[src/rtl/sramlike_axi_pkg.sv]
// Shared definitions for the sram-like to AXI3 bridge.
//   BURST_INCR / LEN_SINGLE : fixed AXI burst fields (single-beat INCR)
//   rd_state_e / wr_state_e : read (R_IDLE/R_AR/R_R) and write (W_IDLE/W_AW/W_B) FSM states
//   size_to_wstrb           : byte-lane strobe from transfer size and address low bits
package sramlike_axi_pkg;

  localparam logic [1:0] BURST_INCR = 2'b01;
  localparam logic [7:0] LEN_SINGLE = 8'd0;

  typedef enum logic [1:0] {
    R_IDLE = 2'd0,
    R_AR   = 2'd1,
    R_R    = 2'd2
  } rd_state_e;

  typedef enum logic [1:0] {
    W_IDLE = 2'd0,
    W_AW   = 2'd1,
    W_B    = 2'd2
  } wr_state_e;

  // Size 3 is not a legal sram-like size; it is handled as a full word.
  function automatic logic [3:0] size_to_wstrb(input logic [1:0] size,
                                               input logic [1:0] addr_lo);
    case (size)
      2'd0:    return 4'b0001 << addr_lo;
      2'd1:    return 4'b0011 << addr_lo;
      default: return 4'b1111;
    endcase
  endfunction

endpackage

[src/rtl/rr_arbiter.sv]
// Round-robin arbiter.
//   clk, rst : clock, asynchronous active-high reset
//   cand     : candidate vector
//   advance  : a grant is being taken; pointer moves past the granted index
//   grant    : one-hot grant (all zero when no candidate)
module rr_arbiter #(
  parameter int unsigned N = 2
) (
  input  logic         clk,
  input  logic         rst,
  input  logic [N-1:0] cand,
  input  logic         advance,
  output logic [N-1:0] grant
);

  localparam int unsigned PW = (N > 1) ? $clog2(N) : 1;

  logic [PW-1:0] ptr_q, ptr_d;

  // Search starts at the pointer and wraps; the first candidate found wins.
  always_comb begin
    int unsigned idx;
    logic        found;
    grant = '0;
    ptr_d = ptr_q;
    idx   = 0;
    found = 1'b0;
    for (int unsigned k = 0; k < N; k++) begin
      idx = (32'(ptr_q) + k) % N;
      if (!found && cand[idx]) begin
        found      = 1'b1;
        grant[idx] = 1'b1;
        ptr_d      = (idx == N - 1) ? '0 : PW'(idx + 1);
      end
    end
  end

  always_ff @(posedge clk or posedge rst) begin
    if (rst) begin
      ptr_q <= '0;
    end else if (advance) begin
      ptr_q <= ptr_d;
    end
  end

endmodule

[src/rtl/sramlike_axi_mux.sv]
// Bridge from NPORT sram-like master ports onto one AXI3 master.
//   clk, rst        : clock, asynchronous active-high reset
//   port_*          : per-port sram-like request (req/wr/size/addr/wdata) and
//                     response (addr_ok/data_ok, shared rdata)
//   ar*/r*/aw*/w*/b*: AXI3 master; one read and one write in flight, ID = port index
module sramlike_axi_mux
  import sramlike_axi_pkg::*;
#(
  parameter int unsigned NPORT = 2,
  parameter int unsigned ID_W  = 4
) (
  input  logic                clk,
  input  logic                rst,
  input  logic [NPORT-1:0]    port_req,
  input  logic [NPORT-1:0]    port_wr,
  input  logic [2*NPORT-1:0]  port_size,
  input  logic [32*NPORT-1:0] port_addr,
  input  logic [32*NPORT-1:0] port_wdata,
  output logic [NPORT-1:0]    port_addr_ok,
  output logic [NPORT-1:0]    port_data_ok,
  output logic [31:0]         port_rdata,
  output logic [ID_W-1:0]     arid,
  output logic [31:0]         araddr,
  output logic [7:0]          arlen,
  output logic [2:0]          arsize,
  output logic [1:0]          arburst,
  output logic [1:0]          arlock,
  output logic [3:0]          arcache,
  output logic [2:0]          arprot,
  output logic                arvalid,
  input  logic                arready,
  input  logic [ID_W-1:0]     rid,
  input  logic [31:0]         rdata,
  input  logic [1:0]          rresp,
  input  logic                rlast,
  input  logic                rvalid,
  output logic                rready,
  output logic [ID_W-1:0]     awid,
  output logic [31:0]         awaddr,
  output logic [7:0]          awlen,
  output logic [2:0]          awsize,
  output logic [1:0]          awburst,
  output logic [1:0]          awlock,
  output logic [3:0]          awcache,
  output logic [2:0]          awprot,
  output logic                awvalid,
  input  logic                awready,
  output logic [ID_W-1:0]     wid,
  output logic [31:0]         wdata,
  output logic [3:0]          wstrb,
  output logic                wlast,
  output logic                wvalid,
  input  logic                wready,
  input  logic [ID_W-1:0]     bid,
  input  logic [1:0]          bresp,
  input  logic                bvalid,
  output logic                bready
);

  rd_state_e          r_state_q, r_state_d;
  wr_state_e          w_state_q, w_state_d;
  logic [NPORT-1:0]   busy_q, busy_d;
  logic [NPORT-1:0]   hazard, rd_cand, wr_cand, rd_gnt, wr_gnt;
  logic               rd_open, wr_open, rd_fin, wr_fin, aw_ok, w_ok;
  logic               aw_done_q, aw_done_d, w_done_q, w_done_d;
  logic [31:0]        ar_addr_q, aw_addr_q, w_data_q;
  logic [1:0]         ar_size_q, aw_size_q;
  logic [3:0]         w_strb_q;
  logic [ID_W-1:0]    ar_id_q, aw_id_q;
  logic [ID_W-1:0]    rd_idx, wr_idx;
  logic [31:0]        rd_addr_sel, wr_addr_sel, wr_data_sel;
  logic [1:0]         rd_size_sel, wr_size_sel;
  logic               unused_resp;

  assign unused_resp = ^{rresp, rlast, bresp};

  // A read to the word of the in-flight write waits until that write is done.
  always_comb begin
    hazard = '0;
    for (int unsigned i = 0; i < NPORT; i++) begin
      hazard[i] = (w_state_q != W_IDLE) && (port_addr[32*i+2 +: 30] == aw_addr_q[31:2]);
    end
  end

  // Grants are held off while rst is high so addr_ok stays low in reset.
  assign rd_open = (r_state_q == R_IDLE) && !rst;
  assign wr_open = (w_state_q == W_IDLE) && !rst;
  assign rd_cand = rd_open ? (port_req & ~port_wr & ~busy_q & ~hazard) : '0;
  assign wr_cand = wr_open ? (port_req & port_wr & ~busy_q) : '0;

  rr_arbiter #(.N(NPORT)) u_rd_arb (
    .clk(clk), .rst(rst), .cand(rd_cand), .advance(|rd_cand), .grant(rd_gnt)
  );

  rr_arbiter #(.N(NPORT)) u_wr_arb (
    .clk(clk), .rst(rst), .cand(wr_cand), .advance(|wr_cand), .grant(wr_gnt)
  );

  always_comb begin
    rd_idx      = '0;
    rd_addr_sel = '0;
    rd_size_sel = '0;
    wr_idx      = '0;
    wr_addr_sel = '0;
    wr_data_sel = '0;
    wr_size_sel = '0;
    for (int unsigned i = 0; i < NPORT; i++) begin
      if (rd_gnt[i]) begin
        rd_idx      = ID_W'(i);
        rd_addr_sel = port_addr[32*i +: 32];
        rd_size_sel = port_size[2*i +: 2];
      end
      if (wr_gnt[i]) begin
        wr_idx      = ID_W'(i);
        wr_addr_sel = port_addr[32*i +: 32];
        wr_data_sel = port_wdata[32*i +: 32];
        wr_size_sel = port_size[2*i +: 2];
      end
    end
  end

  assign rd_fin = (r_state_q == R_R) && rvalid;
  assign wr_fin = (w_state_q == W_B) && bvalid;
  assign aw_ok  = aw_done_q || awready;
  assign w_ok   = w_done_q || wready;

  always_comb begin
    r_state_d = r_state_q;
    case (r_state_q)
      R_IDLE:  if (|rd_gnt) r_state_d = R_AR;
      R_AR:    if (arready) r_state_d = R_R;
      R_R:     if (rvalid) r_state_d = R_IDLE;
      default: r_state_d = R_IDLE;
    endcase
  end

  // AW and W handshakes may complete in either order; each is remembered
  // until both have happened.
  always_comb begin
    w_state_d = w_state_q;
    aw_done_d = 1'b0;
    w_done_d  = 1'b0;
    case (w_state_q)
      W_IDLE:  if (|wr_gnt) w_state_d = W_AW;
      W_AW: begin
        if (aw_ok && w_ok) begin
          w_state_d = W_B;
        end else begin
          aw_done_d = aw_ok;
          w_done_d  = w_ok;
        end
      end
      W_B:     if (bvalid) w_state_d = W_IDLE;
      default: w_state_d = W_IDLE;
    endcase
  end

  always_comb begin
    port_data_ok = '0;
    for (int unsigned i = 0; i < NPORT; i++) begin
      port_data_ok[i] = (rd_fin && (rid == ID_W'(i))) || (wr_fin && (bid == ID_W'(i)));
    end
  end

  assign port_addr_ok = rd_gnt | wr_gnt;
  assign busy_d       = (busy_q | port_addr_ok) & ~port_data_ok;

  always_ff @(posedge clk or posedge rst) begin
    if (rst) begin
      r_state_q <= R_IDLE;
      w_state_q <= W_IDLE;
      busy_q    <= '0;
      aw_done_q <= 1'b0;
      w_done_q  <= 1'b0;
      ar_addr_q <= '0;
      ar_size_q <= '0;
      ar_id_q   <= '0;
      aw_addr_q <= '0;
      aw_size_q <= '0;
      aw_id_q   <= '0;
      w_data_q  <= '0;
      w_strb_q  <= '0;
    end else begin
      r_state_q <= r_state_d;
      w_state_q <= w_state_d;
      busy_q    <= busy_d;
      aw_done_q <= aw_done_d;
      w_done_q  <= w_done_d;
      if (|rd_gnt) begin
        ar_addr_q <= rd_addr_sel;
        ar_size_q <= rd_size_sel;
        ar_id_q   <= rd_idx;
      end
      if (|wr_gnt) begin
        aw_addr_q <= wr_addr_sel;
        aw_size_q <= wr_size_sel;
        aw_id_q   <= wr_idx;
        w_data_q  <= wr_data_sel;
        w_strb_q  <= size_to_wstrb(wr_size_sel, wr_addr_sel[1:0]);
      end
    end
  end

  assign arid    = ar_id_q;
  assign araddr  = ar_addr_q;
  assign arlen   = LEN_SINGLE;
  assign arsize  = {1'b0, ar_size_q};
  assign arburst = BURST_INCR;
  assign arlock  = '0;
  assign arcache = '0;
  assign arprot  = '0;
  assign arvalid = (r_state_q == R_AR);
  assign rready  = (r_state_q == R_R);

  assign awid    = aw_id_q;
  assign awaddr  = aw_addr_q;
  assign awlen   = LEN_SINGLE;
  assign awsize  = {1'b0, aw_size_q};
  assign awburst = BURST_INCR;
  assign awlock  = '0;
  assign awcache = '0;
  assign awprot  = '0;
  assign awvalid = (w_state_q == W_AW) && !aw_done_q;
  assign wid     = aw_id_q;
  assign wdata   = w_data_q;
  assign wstrb   = w_strb_q;
  assign wlast   = 1'b1;
  assign wvalid  = (w_state_q == W_AW) && !w_done_q;
  assign bready  = (w_state_q == W_B);

  assign port_rdata = rdata;

endmodule
[config.mk]
export PLATFORM = sky130hd
export DESIGN_NAME = sramlike_axi_mux
export DESIGN_NICKNAME = d
export VERILOG_FILES = /design/src/rtl/sramlike_axi_pkg.sv /design/src/rtl/rr_arbiter.sv /design/src/rtl/sramlike_axi_mux.sv
export SDC_FILE = /design/constraint.sdc
export NUM_CORES = 1
export LEC_CHECK = 0
export BUFFER_PORTS_ARGS = -buffer_cell sky130_fd_sc_hd__buf_4
export CORE_AREA = 2 2 149 151
export DETAILED_ROUTE_END_ITERATION = 6
export DIE_AREA = 0 0 151 153
export PLACE_DENSITY_LB_ADDON = 0.12
export RECOVER_POWER = 25
export SYNTH_ARGS = -nofsm -noshare
export SYNTH_HDL_FRONTEND = slang
export SYNTH_HIERARCHICAL = 1
export SYNTH_SLANG_ARGS = --single-unit
[constraint.sdc]
create_clock -name clk -period 4.4 [get_ports clk]
set_input_delay 0 -clock clk [delete_from_list [all_inputs] [get_ports clk]]
set_output_delay 0 -clock clk [all_outputs]
set_load 0.05 [all_outputs]
## Word-level counts from Yosys, hierarchy flattened

Index checks and enable logic that the tools add are counted.
Widths: inputs -> output; s select.

- Flip-flop bits (word level): 122

- $add $sub $neg: 4
- Order comparisons: 8
- Equal/unequal tests: 15
- Shift operators: 2
- Multiplexer cells: 57
- Bitwise operators: 14
- Reductions and logical operators: 44

Operator list:

| kind | number |
|---|---|
| $mux 32 | 6 |
| $eq 30x30->1 | 2 |
| $mux 2 | 16 |
| $mux 1 | 28 |
| $logic_and 1x1->1 | 19 |
| $and 2x2->2 | 6 |
| $pmux 2 s3 | 2 |
| $eq 4x1->1 const B | 2 |
| $logic_not 4->1 | 2 |
| $lt 1x2->1 const B | 4 |
| $not 2->2 | 4 |
| $or 2x2->2 | 4 |
| $pmux 4 s2 | 1 |
| $reduce_or 2->1 | 4 |
| $eq 2x1->1 const B | 3 |
| $logic_not 2->1 | 3 |
| $ne 2x1->1 const B | 3 |
| $ne 2x2->1 const B | 3 |
| $reduce_and 3->1 | 2 |
| $reduce_bool 2->1 | 3 |
| $logic_not 1->1 | 5 |
| $add 1x1->1 const B | 4 |
| $demux 1 s1 | 4 |
| $eq 2x2->1 const B | 2 |
| 5 further kinds | 12 |

## Depth between registers and ports, before layout

Gate-level depths: netlist (run 1).

- Depth after elaboration: 14
- Gate-level depth with buffers: 10
- Gate-level depth less buffers: 9

## By module

The synthesis (run 1) kept the hierarchy.

By module, submodules not included:

| module | times used | cells each | area each (µm²) | sequential area each (µm²) |
|---|---|---|---|---|
| sramlike_axi_mux | 1 | 686 | 6,538.8 | 2,852.7 |
| rr_arbiter | 2 | 7 | 58.8 | 25.0 |

## Worst setup path before layout (run 1)

OpenSTA, ideal clock, no wires.

- Path type: in2reg
- From: input rst
- To: register busy_q[0]
- Setup time: 0.166 ns
- Data arrival time: 3.959 ns
- Slack: 0.275 ns
- Cell stages on the path: 10
- Path buffers: 1
- Cells stage by stage: inv_1 nand3_1 nor4_1 o21a_1 a21boi_0 buf_2 inv_1 nand2_1 nor2_1 nor2_1

- Cells in the longest elaborated chain, start to end: 12

Ends and longest elaborated chain:

| element | line | RTL |
|---|---|---|
| start: declaration | sramlike_axi_mux.sv:13 | `input logic rst,` |
| $logic_not 1->1 (no source line) * | -- |  |
| $logic_and 1x1->1 * | sramlike_axi_mux.sv:86 | `assign rd_open = (r_state_q == R_IDLE) && !rst;` |
| $mux 2 * | sramlike_axi_mux.sv:88 | `assign rd_cand = rd_open ? (port_req & ~port_wr & ~busy_q & ~hazard) : '0;` |
| net rd_cand[1] | sramlike_axi_mux.sv:63 | `logic [NPORT-1:0] hazard, rd_cand, wr_cand, rd_gnt, wr_gnt;` |
| $mux 1 (implied by the code) (2 in series) | rr_arbiter.sv:30 | `if (!found && cand[idx]) begin` |
| $mux 1 | rr_arbiter.sv:30 |  |
| $logic_not 1->1 | rr_arbiter.sv:30 |  |
| $logic_and 1x1->1 | rr_arbiter.sv:30 |  |
| $mux 2 * | rr_arbiter.sv:30 |  |
| net rd_gnt[0] | sramlike_axi_mux.sv:63 |  |
| $or 2x2->2 * | sramlike_axi_mux.sv:165 | `assign port_addr_ok = rd_gnt \| wr_gnt;` |
| net port_addr_ok[0] | sramlike_axi_mux.sv:19 | `output logic [NPORT-1:0] port_addr_ok,` |
| $or 2x2->2 * | sramlike_axi_mux.sv:166 | `assign busy_d = (busy_q \| port_addr_ok) & ~port_data_ok;` |
| $and 2x2->2 * | sramlike_axi_mux.sv:166 |  |
| net busy_d[0] | sramlike_axi_mux.sv:62 | `logic [NPORT-1:0] busy_q, busy_d;` |
| end signal: assignment | sramlike_axi_mux.sv:186 | `busy_q <= busy_d;` |
| end: declaration | sramlike_axi_mux.sv:62 |  |

Mark *: on every way through the listed nets, which the timed path passes. The rest lies on a longest branch. The select of a mux whose other input is x is not followed.
A chain may end at the register's enable or synchronous reset.

## Worst setup path after layout (run 1)

- From: register aw_addr_q[2] (netlist: awaddr[2])
- To: register ar_addr_q[31] (netlist: araddr[31])

- Cells in the longest elaborated chain, start to end: 13

Ends and longest elaborated chain:

| element | line | RTL |
|---|---|---|
| start: declaration | sramlike_axi_mux.sv:66 | `logic [31:0] ar_addr_q, aw_addr_q, w_data_q;` |
| start signal: assignment | sramlike_axi_mux.sv:195 | `aw_addr_q <= wr_addr_sel;` |
| $eq 30x30->1 * | sramlike_axi_mux.sv:81 | `hazard[i] = (w_state_q != W_IDLE) && (port_addr[32*i+2 +: 30] == aw_addr_q[31:2]);` |
| $logic_and 1x1->1 * | sramlike_axi_mux.sv:81 |  |
| $not 2->2 * | sramlike_axi_mux.sv:88 |  |
| $and 2x2->2 * | sramlike_axi_mux.sv:88 |  |
| $mux 2 * | sramlike_axi_mux.sv:88 |  |
| net rd_cand[1] | sramlike_axi_mux.sv:63 |  |
| $mux 1 (implied by the code) (2 in series) | rr_arbiter.sv:30 |  |
| $mux 1 | rr_arbiter.sv:30 |  |
| $logic_not 1->1 | rr_arbiter.sv:30 |  |
| $logic_and 1x1->1 | rr_arbiter.sv:30 |  |
| $mux 2 * | rr_arbiter.sv:30 |  |
| net rd_gnt[0] | sramlike_axi_mux.sv:63 |  |
| $mux 32 (2 in series) | sramlike_axi_mux.sv:108 | `if (rd_gnt[i]) begin` |
| end signal: assignment | sramlike_axi_mux.sv:190 | `ar_addr_q <= rd_addr_sel;` |
| end: declaration | sramlike_axi_mux.sv:66 |  |

Marks and branches as above.

==> metrics, run 1 <==
Ports 386; Routed WL per cell 16.0 um; GRT overflow 0; layout cells sized above 1 22.6%; IO Port Bufs ~270; first-pass GRT wire length about 34 mm; Max Cap Viol 0; Die Y approximately 150 um; skew final 0.0109 ns; RSZ-0062 raised after global routing no; Placer Congestion 0.759; Worst setup SP type register; Final period util 78.0%; CTS root buffer clkbuf_16; vias per cell 4.44; gate count after technology mapping 700; area grow syn2layout 61.2%; Worst path max stage delay a little over 0.6 ns; Slew HR around 44%; WL final 22.1 mm; total CTS buffers 17; Die Wd 151 um; Leak 4.69 nW; Slew Limit Fails 0; setup TNS 0 ns; ys flop type dfrtp_1; Final Hold Viols 0; router iterations before antenna repair 5; via count roughly 6200; Final setup viols 0; worst-margin pin slew ~0.84 ns; CTS Sinks 116; CTS Buffer Depth 2; hold_sp rdata[28]; DP Area 8540 um^2; Combinational Power Share 53.5%; sw power 0.00366 W; slowest CP cell nor4_1; Period minus WS final 3.43 ns; #FFs+latches synth approximately 120; Final WS setup 0.967 ns; Critical Path Fanout Max 29; switch share between 40% and 50%; status completed; htree depth 4; WP data required 4.69 ns; Post-synth EDFFs 0; CP startpoint awaddr[2]; Post-synth ARST share 100%; Iter 0 DRT Violations 187; count leader, synth dfrtp_1; initial antenna violation count 0; die area 23100 um^2; Setup CP Type register to register; Antenna Nets Post-Route 0; worst vdd ir a little under 0.0003 V; Clock power frac 20.8%; Rows 54; Commonest cells post-synth dfrtp_1, nand2_1, o21ai_0, mux2i_1, buf_4; sequential share of power 25.6%; synth warn 6; fmax just under 300 MHz; CTS tree built; Hold WC Path Type input port to primary output; ranking of synthesized cells by area dfrtp_1, mux2i_1, buf_4; reg-to-reg startpoint awaddr[2]; largest net degree at the start of global routing 114; ant diodes 0; initial core utilization 31.0%; Synth area leader dfrtp_1; sequential fraction of the synthesis area 43.6%; overall routing resource usage 19.1%; clk_lat worst skew 0.41 ns; number of distinct library cells after synthesis 38; post-synthesis cell area 6660 um^2; Residual DRC 0; Internal Power 0.00402 W; share of the synthesized area in the top cell type 43.6%; Clock Pin Slew Worst Setup and Hold Paths 0.06 ns; pre-CTS WS roughly 1.5 ns; fillers ~2100; vias in the first global route 6215; Final #Nets roughly 1300; DP Wirelength 15.0 mm; Power Dens Cells 716 nW/um^2; Setup crit end kind register; Data arrival, critical path approximately 3.7 ns; syn avg cell area ~9.5 um^2; crit path cell chain xor2_1 -> nor4_1 -> nand4_1 -> o21a_1 -> a21boi_4 -> buf_12 -> mux2i_1 -> o21ai_0 -> dlygate4sd3_1; design area 10700 um^2; core area 21500 um^2
## cells by family after synthesis
group	synth area share, %
simple gates	11.1
mux	14.4
buf+inv	12.4
other cells	0.113
compound gates	10.5
flops	43.6
xor+xnor	7.89
## final timing paths
kind | slack [ns] | cells after the start | to
max in group asynchronous | 2.60 | 5 | araddr[5]
setup reg to reg | 0.97 | 9 | araddr[31]
min in group asynchronous | 0.07 | 3 | u_rd_arb/ptr_q
setup / recovery | 0.97 | 9 | araddr[31]
hold / removal | 0.00002 | 0 | port_rdata[28]
hold reg to reg | 0.48 | 1 | w_done_q
## through the flow
step           utilization, %  cells  total power, W  hold WS [ns]
2_1_floorplan               -    748         0.00462        -0.271
3_3_place_gp             39.7   1181         0.00581        -0.118
3_5_place_dp             39.7   1181         0.00583        -0.117
4_1_cts                  51.0   1386         0.00798      0.000341
5_1_grt                  49.9   1386         0.00811     0.0000803
6_report                 49.9   1386         0.00768     0.0000220
## critical path, delay by kind of cell (launching register included)
kind | cells | cell delay, ns
flip-flops | 1 | 0.43
multiplexers | 1 | 0.23
AO/OA/AOI/OAI | 3 | 0.79
XOR/XNOR | 1 | 0.20
AND/OR/NAND/NOR | 2 | 0.77
buffers and inverters | 2 | 0.86
## power groups by stage
stage               combinational [W]  sequential [W]  clock [W]
CTS                           0.00436         0.00198    0.00163
global route                  0.00436         0.00205    0.00170
floorplan                     0.00104         0.00357          0
detailed placement            0.00385         0.00198          0
global placement              0.00383         0.00198          0
finish                        0.00411         0.00197    0.00160
## flip-flops by register name, summed over array words and instances, names as in the netlist
register	cells
busy_q	2
ar_size_q	2
w_done_q	1
u_wr_arb/ptr_q	1
r_state_q	2
arid	1
awaddr	32
wdata	32
awid	1
wstrb	4
u_rd_arb/ptr_q	1
aw_done_q	1
w_state_q	2
araddr	32
aw_size_q	2
## per-layer routing
| metal | track usage, % | vias up | wire (um) |
|---|---|---|---|
| met1 | 23.8 | 2867 | 9510 |
| met2 | 32.2 | 214 | 10800 |
| li1 | - | 3045 | - |
| met5 | 0 | - | 0 |
| met3 | 5.19 | 33 | 1470 |
| met4 | 5.87 | 0 | 376 |
## cells in the final DEF (no fill, tap or decap), types with 2 or more instances in the layout
| cell type | n |
|---|---|
| a21boi_4 | 4 |
| a21oi_1 | 3 |
| buf_4 | 208 |
| inv_1 | 8 |
| or2_2 | 3 |
| o21a_1 | 4 |
| conb_1 | 50 |
| a21o_1 | 4 |
| nand4_1 | 4 |
| bufinv_16 | 5 |
| buf_12 | 4 |
| nand2_1 | 112 |
| clkbuf_8 | 6 |
| mux2i_1 | 96 |
| dfrtp_1 | 116 |
| nor4_1 | 18 |
| clkbuf_1 | 61 |
| a211oi_1 | 2 |
| a31oi_1 | 4 |
| nor2b_1 | 2 |
| nor3_1 | 4 |
| clkbuf_16 | 17 |
| o21ai_0 | 102 |
| dlygate4sd3_1 | 174 |
| nor2_1 | 16 |
| nand3_1 | 4 |
| xor2_1 | 60 |
## timing repair
item / CTS / global route
resized for setup: 0 / 0
hold endpoints to repair: 167 / 0
hold buffers: 174 / 0
setup buffers: 0 / 0
## cell type report
type / instances / area [um^2] / area share [%]
repair buffers: 446 / 3610 / 33.6
multi-input cells: 504 / 3160 / 29.4
flip-flops and latches: 116 / 2900 / 27.0
clock buffers: 24 / 512 / 4.77
well taps: 280 / 350 / 3.26
clock inverters: 7 / 166 / 1.55
inverters: 9 / 36.3 / 0.338
No activity file was read; power rests on OpenSTA's default activity.
==> run 2, diff against run 1 <==
--- a/config.mk
+++ b/config.mk
@@ -5,10 +5,11 @@
 export SDC_FILE = /design/constraint.sdc
 export NUM_CORES = 1
 export LEC_CHECK = 0
+export ABC_AREA = 1
 export BUFFER_PORTS_ARGS = -buffer_cell sky130_fd_sc_hd__buf_4
-export CORE_AREA = 2 2 149 151
+export CORE_AREA = 2 2 151 153
 export DETAILED_ROUTE_END_ITERATION = 6
-export DIE_AREA = 0 0 151 153
+export DIE_AREA = 0 0 153 155
 export PLACE_DENSITY_LB_ADDON = 0.12
 export RECOVER_POWER = 25
 export SYNTH_ARGS = -nofsm -noshare
==> constraint.sdc (replaced) <==
create_clock -name clk -period 3.58 [get_ports clk]
set_input_delay 0 -clock clk [delete_from_list [all_inputs] [get_ports clk]]
set_output_delay 0 -clock clk [all_outputs]
set_load 0.05 [all_outputs]
==> metrics, run 2 <==
status completed; CP Depth 8; worst vdd ir 0.000407 V; Compound-Gate Fraction of Synth Area between 10% and 20%; Residual DRC 0; Reg2Reg Depth 8; Clock Pin Slew Worst Setup and Hold Paths 0.06 ns; Power Dens Cells 748 nW/um^2; Slew HR around two fifths; ant diodes 0; vias in the first global route 7352; Post-Layout Cell Count 1651; Placer Congestion 0.790; first-pass GRT wire length 39.8 mm; synth warn 6; ys flop type dfrtp_1; Final Hold Viols 0; Final #Nets 1541; commonest non-fill, non-tap cell in the layout nand2_1; Hold WC Path Type input port to primary output; CTS root buffer clkbuf_16; via count 7478; Worst path most repeated cell nor2_1; CTS Sinks 116; ranking of synthesized cells by area dfrtp_1, nand2_1, buf_4; Slew Limit Fails 0; depth of the worst hold-timing path 0; GRT overflow 0; Critical Path Fanout Max 61; total CTS buffers 17; fmax 306 MHz; Post-synth EDFFs 0; layout cells sized above 1 19.5%; die area 23700 um^2; xor and xnor fraction of the mapped netlist area between 1.5 and 2%; crit path cell chain nor2_1 -> nand2_1 -> nor2_1 -> a21boi_4 -> buf_4 -> a22oi_1 -> o21ai_0 -> dlygate4sd3_1; Rows 55; vias per cell 4.53; commonest cells after routing, fill and taps aside nand2_1, buf_4, dlygate4sd3_1; post-synthesis cell area 6900 um^2; Synth area leader dfrtp_1; DP Wirelength 17.6 mm; CP startpoint w_state_q[0]; skew final 0.0106 ns; Setup crit end kind register; WL final ~26 mm; overall routing resource usage 21.6%; worst-margin pin slew 0.916 ns; sequential fraction of the synthesis area 42.1%; Data arrival, critical path about 3.6 ns; Worst setup SP type register; mux cell area share after synthesis 0%; #FFs+latches synth 116; IO Port Bufs 266; initial antenna violation count 1; adder-cell area share of the yosys netlist 0%; initial core utilization 31.0%; Period minus WS final 3.26 ns; main combinational cell family by area after synthesis simple AND/OR/NAND/NOR gates; RSZ-0062 raised after global routing no; clk_lat worst skew 0.43 ns; Die Wd 153 um; syn avg cell area 7.30 um^2; Final setup viols 0; Setup CP Type register to register; share of the synthesized area in the top cell type 42.1%; largest net degree at the start of global routing 64; crit path buf inv count 2; router iterations before antenna repair 5; CTS tree built; Antenna Nets Post-Route 0; reg-to-reg startpoint w_state_q[0]; Final period util 91.1%; Post-synth ARST share 100%; CP endpoint awaddr[10]; Commonest cells post-synth nand2_1, inv_1, dfrtp_1, buf_4, nand3_1; Max Cap Viol 0; WP data required 3.94 ns; pre-CTS WS 0.642 ns; Leak 5.75 nW; CP top delay family buffers and inverters; Routed WL per cell 16.0 um; slowest CP cell buf_4; number of distinct library cells after synthesis 30; Die Y 155 um; Iter 0 DRT Violations approximately 310; setup TNS 0 ns; final design utilization approximately half; core area between 20000 and 25000 um^2; htree depth 4; area grow syn2layout 58.9%; Final WS setup 0.317 ns; Worst path max stage delay 0.72 ns; worst r2r dst awaddr[10]; count leader, synth nand2_1; CTS Buffer Depth 2; Ports 386; # placed instances between 1000 and 1500; Post-Synth Simple-Gate Area 25.2%; gate count after technology mapping 946; reg-to-reg setup timing slack 0.32 ns
run 2: cell count changes in the layout (fill, tap and decap cells not counted), moves of 25 or more:
cell      change
nand2_1     +223
inv_1       +120
mux2i_1      -96
o21ai_0      -71
xor2_1       -59
nand3_1      +51
a22oi_1      +49
o211ai_1     +28
nor2_1       +25
run 2: worst min path at each step:
stage,startpoint,end,slack (ns)
after global placement,rst,u_wr_arb/ptr_q,-0.11
final,rdata[27],port_rdata[27],0.00002
after global routing,rdata[18],port_rdata[18],0.00007
after detailed placement,rst,u_wr_arb/ptr_q,-0.11
after floorplan,rst,u_rd_arb/ptr_q,-0.27
after CTS,rdata[11],port_rdata[11],0.0003
run 2: layout make-up:
| type | count | area (um^2) |
|---|---|---|
| Sequential cell | 116 | 2900 |
| Fill cell | 2240 | 11300 |
| Timing Repair inverter | 1 | 7.51 |
| Timing Repair Buffer | 455 | 3650 |
| Clock buffer | 17 | 425 |
| Tap cell | 285 | 357 |
| Multi-Input combinational cell | 631 | 2970 |
| Clock inverter | 15 | 160 |
| Inverter | 131 | 499 |
run 2: where the power goes:
group	internal (W)	total, W	switching (W)	leakage [nW]
Combinational	0.00138	0.00430	0.00292	3.97
Sequential	0.00179	0.00218	0.000389	1.51
Clock	0.00103	0.00172	0.000696	0.271
Total	0.00420	0.00820	0.00400	5.75
run 2: repair_timing:
action	in CTS	in global routing
setup endpoints to repair	0	32
hold buffers	174	0
hold endpoints to repair	163	0
buffers inserted	0	3
gates resized for setup	0	4
run 2: routing by layer:
metal	share of wire (%)	track usage, %	vias up	wire length [um]
met5	0.049	0	-	13
met4	1.9	7.19	2	506
met3	6.6	5.60	37	1740
met2	47	35.1	272	12400
met1	45	28.1	3494	11700
li1	-	-	3673	-
run 2: through the flow:
step                hold WS (ns)  cell area, um^2  total power (W)
global route           0.0000750            11000          0.00866
detailed placement        -0.113             8810          0.00623
finish                 0.0000220            11000          0.00820
CTS                     0.000341            11100          0.00845
global placement          -0.110             8810          0.00621
floorplan                 -0.271             7090          0.00500
run 2: kinds of logic (layout without fill, tap and decap cells):
logic type | Yosys count | count (layout)
simple gates | 440 | 441
buf+inv | 248 | 619
compound gates | 128 | 128
flops | 116 | 116
xor+xnor | 12 | 12
other cells | 2 | 50
run 2: worst reg2reg max path: cells and delay by family, from the launching register on:
kind                   cells  cell delay (ns)
buffers and inverters      2             1.29
DFF                        1             0.39
and+or+nand+nor            3             0.70
AOI/OAI and AO/OA          3             0.83
==> run 3, diff against run 2 <==
--- a/config.mk
+++ b/config.mk
@@ -10,6 +10,7 @@
 export CORE_AREA = 2 2 151 153
 export DETAILED_ROUTE_END_ITERATION = 6
 export DIE_AREA = 0 0 153 155
+export HOLD_SLACK_MARGIN = 0.08
 export PLACE_DENSITY_LB_ADDON = 0.12
 export RECOVER_POWER = 25
 export SYNTH_ARGS = -nofsm -noshare
==> metrics, run 3 (synthesized netlist as in run 2, its figures left out) <==
status completed; Worst path most repeated cell nor2_1; switch share between 40% and 50%; sw power a little over 0.004 W; total CTS buffers 17; ant diodes 0; fmax a little over 300 MHz; Die Y between 150 and 200 um; Final Hold Viols 0; total power approximately 0.0083 W; pre-CTS WS approximately 0.64 ns; RSZ-0062 raised after global routing no; first-pass GRT wire length just over 40 mm; vias in the first global route 7534; router iterations before antenna repair 5; Rows 55; CTS Buffer Depth 2; area of the multi-input gates around 3000 um^2; Ports 386; design area 11400 um^2; IO Port Bufs 266; Hold WC Path Type input port to register; fillers 2201; WP data required 3.93 ns; Routed WL per cell 15.8 um; Critical Path Fanout Max 61; WL final 26.7 mm; via count roughly 7700; worst vdd ir 0.000356 V; Hold Path End aw_size_q[0]; core area ~22000 um^2; CTS root buffer clkbuf_16; Placer Congestion 0.790; reg-to-reg startpoint w_state_q[0]; initial core utilization 31.0%; sequential share of power 26.2%; layout cells sized above 1 18.9%; Internal Power 0.00423 W; vias per cell 4.52; Clock Pin Slew Worst Setup and Hold Paths approximately 0.06 ns; hold_sp port_size[2]; Antenna Nets Post-Route 0; Final WS setup around 0.36 ns; die area ~24000 um^2; commonest non-fill, non-tap cell in the layout nand2_1; skew final 0.0118 ns; # placed instances 1440; depth of the worst hold-timing path 5; worst r2r dst awaddr[11]; slowest CP cell buf_4; htree depth 4; Reg2Reg Depth 8; Data arrival, critical path around 3.6 ns; Slew Limit Fails 0; crit path cell chain nor2_1 -> nand2_1 -> nor2_1 -> a21boi_4 -> buf_4 -> a22oi_1 -> o21ai_0 -> dlygate4sd3_1; Post-Layout Cell Count 1692; Residual DRC 0; Max Cap Viol 0; Power Dens Cells 729 nW/um^2; Worst setup SP type register; FF/Latch Area 2900 um^2; CTS Sinks approximately 120; Die Wd 153 um; worst-margin pin slew 0.879 ns; clk_lat worst skew around 0.42 ns; Slew HR about two fifths; area grow syn2layout 64.8%; GRT overflow 0; Setup crit end kind register; Final #Nets 1582; Clock power frac 20.7%; Leak 5.93 nW; overall routing resource usage 21.8%; commonest cells after routing, fill and taps aside nand2_1, buf_4, dlygate4sd3_1; largest net degree at the start of global routing 64; DP Area ~8800 um^2; Worst path max stage delay 0.71 ns; Final period util ~90%; initial antenna violation count 1; CTS tree built; Setup CP Type register to register; Final setup viols 0; setup TNS 0 ns; Combinational Power Share approximately 53%; DP Wirelength 17.6 mm; Iter 0 DRT Violations 349; reg-to-reg setup timing slack 0.36 ns; Period minus WS final 3.22 ns
-- run 3: cell types whose count changed in the layout (fill, tap and decap cells not counted), sizes merged --
cell / change
dlygate4sd3: +41
-- run 3: layout make-up --
cell class | count | share of cell area (%)
Inverter | 131 | 4.39
Timing Repair inverter | 1 | 0.0660
Sequential cell | 116 | 25.5
Clock buffer | 17 | 3.74
Multi-Input combinational cell | 631 | 26.1
Timing Repair Buffer | 496 | 35.7
Tap cell | 285 | 3.13
Clock inverter | 15 | 1.41
-- run 3: per-layer routing --
layer  GRT usage (%)  wire, um  up-vias
met5               0        13        -
met4            7.05       449        2
met3            5.49      1820       30
met2            36.2     12700      307
met1            27.9     11700     3561
li1                -         -     3753
-- run 3: worst max-delay path by stage --
stage | from | endpoint | cells past startpoint
after global placement | w_state_q[0] | wstrb[0] | 8
after floorplan | rst | wstrb[1] | 13
after detailed placement | w_state_q[0] | awaddr[19] | 7
after CTS | w_state_q[0] | awaddr[17] | 9
after global routing | w_state_q[0] | awaddr[11] | 8
final | w_state_q[0] | awaddr[11] | 8
-- run 3: power by group through the flow --
| stage | Combinational (W) | Clock [W] | Sequential, W |
|---|---|---|---|
| 2_1_floorplan | 0.00132 | 0 | 0.00369 |
| 3_3_place_gp | 0.00403 | 0 | 0.00219 |
| 3_5_place_dp | 0.00405 | 0 | 0.00218 |
| 4_1_cts | 0.00462 | 0.00176 | 0.00218 |
| 5_1_grt | 0.00471 | 0.00181 | 0.00224 |
| 6_report | 0.00441 | 0.00172 | 0.00217 |
-- run 3: worst max-delay path, delay by kind of cell, from the launching register on --
family	cells	cell delay (ns)
AND/OR/NAND/NOR	3	0.69
buffers and inverters	2	1.29
AO/OA/AOI/OAI	3	0.76
flip-flops	1	0.39
-- run 3: timing repair --
item,4_1_cts,5_1_grt
hold buffers,215,0
gates resized for setup,0,4
endpoints found under the hold margin,198,0
buffers inserted,0,3
endpoints found under the setup margin,0,20
-- run 3: metrics by stage --
stage	util (%)	hold WS [ns]
6_report	51.2	0.0922
3_5_place_dp	39.6	-0.113
3_3_place_gp	39.6	-0.110
4_1_cts	52.0	0.0923
2_1_floorplan	-	-0.271
5_1_grt	51.2	0.151
